[config.mk]
export PLATFORM = sky130hd
export DESIGN_NAME = boot_rom_arbiter
export DESIGN_NICKNAME = d
export VERILOG_FILES = /design/src/rtl/boot_rom_pkg.sv /design/src/rtl/rr_arbiter.sv /design/src/rtl/boot_rom_arbiter.sv
export SDC_FILE = /design/constraint.sdc
export NUM_CORES = 1
export LEC_CHECK = 0
export BUFFER_PORTS_ARGS = -buffer_cell sky130_fd_sc_hd__buf_2
export CORE_MARGIN = 10
export CORE_UTILIZATION = 21
export DETAILED_ROUTE_END_ITERATION = 6
export PLACE_DENSITY = 0.78
export SYNTH_ARGS = -nofsm -noshare
export SYNTH_HDL_FRONTEND = slang
export SYNTH_SLANG_ARGS = --single-unit
[constraint.sdc]
create_clock -name CLK -period 1.15 [get_ports CLK]
set_input_delay 0.115 -clock CLK [delete_from_list [all_inputs] [get_ports CLK]]
set_output_delay 0.115 -clock CLK [all_outputs]
set_load 0.005 [all_outputs]
[src/rtl/boot_rom_pkg.sv]
// Shared constants and helpers for the boot ROM arbiter.
// Holds the ROM geometry, the default window base and the address-decode helpers.
package boot_rom_pkg;

    localparam int unsigned BOOT_ROM_AW = 10;
    localparam int unsigned BOOT_ROM_DW = 32;
    localparam logic [31:0] BOOT_ROM_BASE_ADDR = 32'h0000_8000;

    // Width of a port index; a single port still needs one bit.
    function automatic int unsigned idx_width(input int unsigned n);
        return (n > 1) ? $clog2(n) : 1;
    endfunction

    // Hit: inside the 4 KiB window and word aligned.
    function automatic logic rom_hit(input logic [31:0] addr, input logic [19:0] base_page);
        return (addr[31:12] == base_page) && (addr[1:0] == 2'b00);
    endfunction

endpackage

[src/rtl/rr_arbiter.sv]
// Combinational round-robin picker: first requester at or above ptr, wrapping modulo N.
// Produces a one-hot grant and the matching binary index (zero when nothing is requested).
module rr_arbiter
    import boot_rom_pkg::*;
#(
    parameter int unsigned N = 2
) (
    input  logic [N-1:0]                req,
    input  logic [idx_width(N)-1:0]     ptr,
    output logic [N-1:0]                gnt,
    output logic [idx_width(N)-1:0]     idx
);

    localparam int unsigned IW = idx_width(N);

    logic found;

    always_comb begin
        gnt   = '0;
        idx   = '0;
        found = 1'b0;
        // Upper segment [ptr, N-1] has priority over the wrapped segment [0, ptr-1].
        for (int j = 0; j < N; j++) begin
            if (!found && req[j] && (j >= int'(ptr))) begin
                found  = 1'b1;
                gnt[j] = 1'b1;
                idx    = IW'(j);
            end
        end
        for (int j = 0; j < N; j++) begin
            if (!found && req[j] && (j < int'(ptr))) begin
                found  = 1'b1;
                gnt[j] = 1'b1;
                idx    = IW'(j);
            end
        end
    end

endmodule

[src/rtl/boot_rom_arbiter.sv]
// Multi-master round-robin front end for a single-ported boot ROM.
// One access per cycle; the response returns exactly one cycle after the grant.
module boot_rom_arbiter
    import boot_rom_pkg::*;
#(
    parameter int unsigned NPORTS    = 2,
    parameter logic [31:0] BASE_ADDR = BOOT_ROM_BASE_ADDR
) (
    input  logic                         CLK,
    input  logic                         RSTN,
    input  logic [NPORTS-1:0]            req_i,
    input  logic [NPORTS-1:0][31:0]      addr_i,
    output logic [NPORTS-1:0]            gnt_o,
    output logic [NPORTS-1:0]            rvalid_o,
    output logic [BOOT_ROM_DW-1:0]       rdata_o,
    output logic                         err_o,
    output logic                         rom_csn_o,
    output logic [BOOT_ROM_AW-1:0]       rom_a_o,
    input  logic [BOOT_ROM_DW-1:0]       rom_q_i
);

    localparam int unsigned IW = idx_width(NPORTS);

    logic [IW-1:0] ptr_q, ptr_d;
    logic [IW-1:0] owner_q, owner_d;
    logic [IW-1:0] gnt_idx;
    logic          valid_q, valid_d;
    logic          err_q, err_d;
    logic          granted;
    logic          hit;
    logic [31:0]   sel_addr;

    rr_arbiter #(
        .N   (NPORTS)
    ) u_rr_arbiter (
        .req (req_i),
        .ptr (ptr_q),
        .gnt (gnt_o),
        .idx (gnt_idx)
    );

    always_comb begin
        granted  = |req_i;
        sel_addr = addr_i[gnt_idx];
        hit      = rom_hit(sel_addr, BASE_ADDR[31:12]);

        // The ROM is never selected while reset is held, even if a request is present.
        rom_csn_o = ~(RSTN & granted & hit);
        rom_a_o   = granted ? sel_addr[11:2] : '0;

        valid_d = granted;
        err_d   = granted & ~hit;
        owner_d = gnt_idx;

        ptr_d = ptr_q;
        if (granted) begin
            ptr_d = (gnt_idx == IW'(NPORTS - 1)) ? '0 : gnt_idx + IW'(1);
        end
    end

    always_ff @(posedge CLK or negedge RSTN) begin
        if (!RSTN) begin
            ptr_q   <= '0;
            owner_q <= '0;
            valid_q <= 1'b0;
            err_q   <= 1'b0;
        end else begin
            ptr_q   <= ptr_d;
            owner_q <= owner_d;
            valid_q <= valid_d;
            err_q   <= err_d;
        end
    end

    always_comb begin
        rvalid_o = '0;
        for (int k = 0; k < NPORTS; k++) begin
            rvalid_o[k] = valid_q && (owner_q == IW'(k));
        end
        err_o   = valid_q & err_q;
        // ROM data is only forwarded for a hit; errors and idle cycles read as zero.
        rdata_o = (valid_q && !err_q) ? rom_q_i : '0;
    end

endmodule

==> summary.txt <==
Outcome
  – Status: complete, but fails checks
  – Failing checks: setup timing

Global route
  – First-pass GRT wire length: 5620 um
  – Total grt overflow: 0
  – Total Routing Usage GR: 12.7%
  – Initial antenna violation count: 0
  – Largest net degree at the start of global routing: 22
  – Vias in the first global route: 1,281

Routing
  – Drt first pass iters: 4
  – DR vias/cell: 4.56
  – DR iter-0 viols: 25
  – Routed length per instance: 16.3 um
  – Via count: 1,358
  – Final ANT Viol Nets: 0
  – DRC Markers: 0
  – Post-Route WL: 4860 um

Setup path
  – Crit Path Class: reg2reg
  – Critical-path maximum fanout: 4
  – Slowest cell on crit path: dfrtp_1
  – CP Capture Type: flop
  – Slowest stage delay, CP: 0.38 ns
  – Critical Path RT: 1.31 ns
  – Crit-path cells: nand2b_4 > buf_4 > nand4_1 > o22ai_2 > buf_4 > buf_4 > buf_4 > buf_4 > nor2b_1
  – CP startpoint kind: flop
  – CP Data Arrival Time: 1.70 ns
  – Crit-path most repeated cell: buf_4
  – CP top delay family: buffers and inverters
  – Worst Path Buf+Inv: 5

Worst hold path
  – Hold/Removal Path Class: in2reg

STA
  – Hold_ws: 0.167 ns
  – Period minus WS final: 1.54 ns
  – Setup TNS: -11.09 ns
  – Crit share post-route: 134%
  – PnR worst setup slack: -0.389 ns
  – Peak Freq: 650 MHz
  – Max Slew Vio Count: 0
  – Final setup viols: 46
  – Tightest Pin Transition: 0.326 ns
  – RSZ-0062 raised after global routing: true
  – Max-slew headroom: 77.9%
  – Final hold violations: 0
  – Skew final: 0.00288 ns

Final layout
  – Fillcell total: 268
  – Fin cells: 298
  – NumNets Final: 367
  – Share of layout cells above drive strength 1: 81.5%
  – Synth-to-Final Area Change: 205%
  – ANT cells: 0

Logic synthesis
  – Syn_area_per_cell: 6.39 um^2
  – Synth Warn #: 0
  – Synth Instances: 102
  – Yosys cell types: 20
  – Cell taking the most area after synthesis: and2_1
  – Yosys reg bits: 4
  – Syn_nets: 202
  – Seq/Total Area, Yosys: 15.4%
  – Ranking of synthesized cells by area: and2_1 35%, dfrtp_1 15%, nand2_1 12%, o21ai_1 7.7%, nor4_1 5.8%
  – Mapped Area: 652 um^2
  – Synth top area share: 34.5%

Place
  – Port bufs: 147
  – Cells after DPL: 282
  – Post-DP HPWL: 3770 um
  – Final estimated routing congestion in global placement: 0.718

Run
  – Max-cap violations: 0

Clock network
  – Sink Count: 4
  – TritonCTS clock tree: built
  – Max clock buf depth: 2
  – Worst-path clk slew: 0.04 ns
  – Clk_lat worst skew: 0.23 ns
  – CTS Root Cell: clkbuf_4
  – CTS Buf Count: 3
  – Max H-tree Level: 1

Pwr
  – Static Leak: 1.11 nW
  – Clock power share: 17.8%
  – PD cells: 492 nW/um^2
  – Combinational share of power: 65.8%
  – Tot Pwr: 0.000978 W
  – Int Power: 0.000683 W
  – NetSw: 0.000296 W
  – Share of power burned in registers: 16.5%
  – Worst vdd ir: 0.553 mV
  – Switching part of the total: 30.2%

Die
  – Core ar.: 3000 um^2
  – Die ar.: 5730 um^2
  – Number of core rows: 20
  – Die X: 75.7 um
  – # IOs: 148
  – Initial Util: 21.7%
  – Die height: 75.7 um
==> cells by family (layout without fill, tap and decap cells) <==
kind of cell,Yosys count,in the layout,synth area share [%]
simple gates,77,77,67.8
compound gates,14,14,12.9
buf+inv,7,170,4.03
flops,4,4,15.4
==> metal layers <==
| layer | up-vias | share of wire (%) | global-route usage (%) |
|---|---|---|---|
| li1 | 672 | - | - |
| met4 | 0 | 0.70 | 3.71 |
| met5 | - | 0 | 0 |
| met3 | 2 | 14 | 7.68 |
| met1 | 580 | 35 | 11.5 |
| met2 | 104 | 50 | 23.0 |
==> cells in the final DEF, fill, tap and decap left out, types with 2 or more instances in the layout <==
cell / count
buf_6: 38
and2_1: 3
dfrtp_1: 4
clkbuf_16: 2
buf_4: 8
o21ai_2: 9
nor2b_1: 2
nor2_1: 2
clkbuf_4: 3
nand2_1: 20
nand4_1: 2
nor4_1: 6
nor4b_1: 2
buf_2: 115
and2_4: 32
==> worst paths after layout <==
kind                          start      end  slack [ns]  cells past startpoint
setup / recovery              ptr_q    err_q       -0.39                      9
hold / removal             req_i[1]    ptr_q        0.17                      2
setup reg to reg              ptr_q    err_q       -0.39                      9
max in group asynchronous      RSTN  valid_q        0.71                      2
hold reg to reg               ptr_q    ptr_q        0.71                      3
min in group asynchronous      RSTN    err_q        0.27                      2
==> flip-flops by register name, indices dropped and copies added, names as in the netlist <==
| signal | flops |
|---|---|
| owner_q | 1 |
| valid_q | 1 |
| err_q | 1 |
| ptr_q | 1 |
==> metrics by stage <==
step / setup slack [ns] / cell area, um^2 / utilization [%]
final: -0.389 / 1990 / 66.2
after global routing: -0.483 / 1990 / 66.2
after global placement: -0.369 / 1510 / 50.3
after CTS: -0.396 / 1640 / 54.7
after detailed placement: -0.380 / 1510 / 50.3
after floorplan: -0.104 / 706 / -
==> synthesized netlist by cell type <==
cell and count:
and2_1 36, nand2_1 20, o21ai_1 10, clkbuf_1 6, nor4_1 6, dfrtp_1 4, nor2b_1 3, nand4_1 2
nor2_1 2, nor4b_1 2, or4_1 2, a211o_1 1, a21boi_1 1, inv_1 1, nand2b_2 1, nand3_1 1
nand4_2 1, o21ai_0 1, o22ai_2 1, or2_1 1
==> power by group through the flow <==
stage / clock [W] / sequential, W / combinational (W)
3_5_place_dp: 0 / 0.000160 / 0.000465
6_report: 0.000174 / 0.000161 / 0.000643
4_1_cts: 0.000182 / 0.000160 / 0.000508
3_3_place_gp: 0 / 0.000160 / 0.000456
5_1_grt: 0.000203 / 0.000163 / 0.000701
2_1_floorplan: 0 / 0.000160 / 0.000172
==> cell type report <==
cell class | count | area, um^2 | area share, %
flip-flops and latches | 4 | 100 | 5.04
clock buffers | 3 | 22.5 | 1.13
multi-input cells | 91 | 661 | 33.2
repair buffers | 166 | 1160 | 58.3
inverters | 1 | 3.75 | 0.189
well taps | 33 | 41.3 | 2.08
==> repair_timing <==
item | 4_1_cts | 5_1_grt
pin swaps | 4 | 33
setup buffers | 7 | 4
endpoints found under the hold margin | 4 | 0
gates resized for setup | 6 | 75
setup endpoints to repair | 45 | 48
cloned | 1 | 3
hold buffers | 1 | 0
No activity file was read; power rests on OpenSTA's default activity.
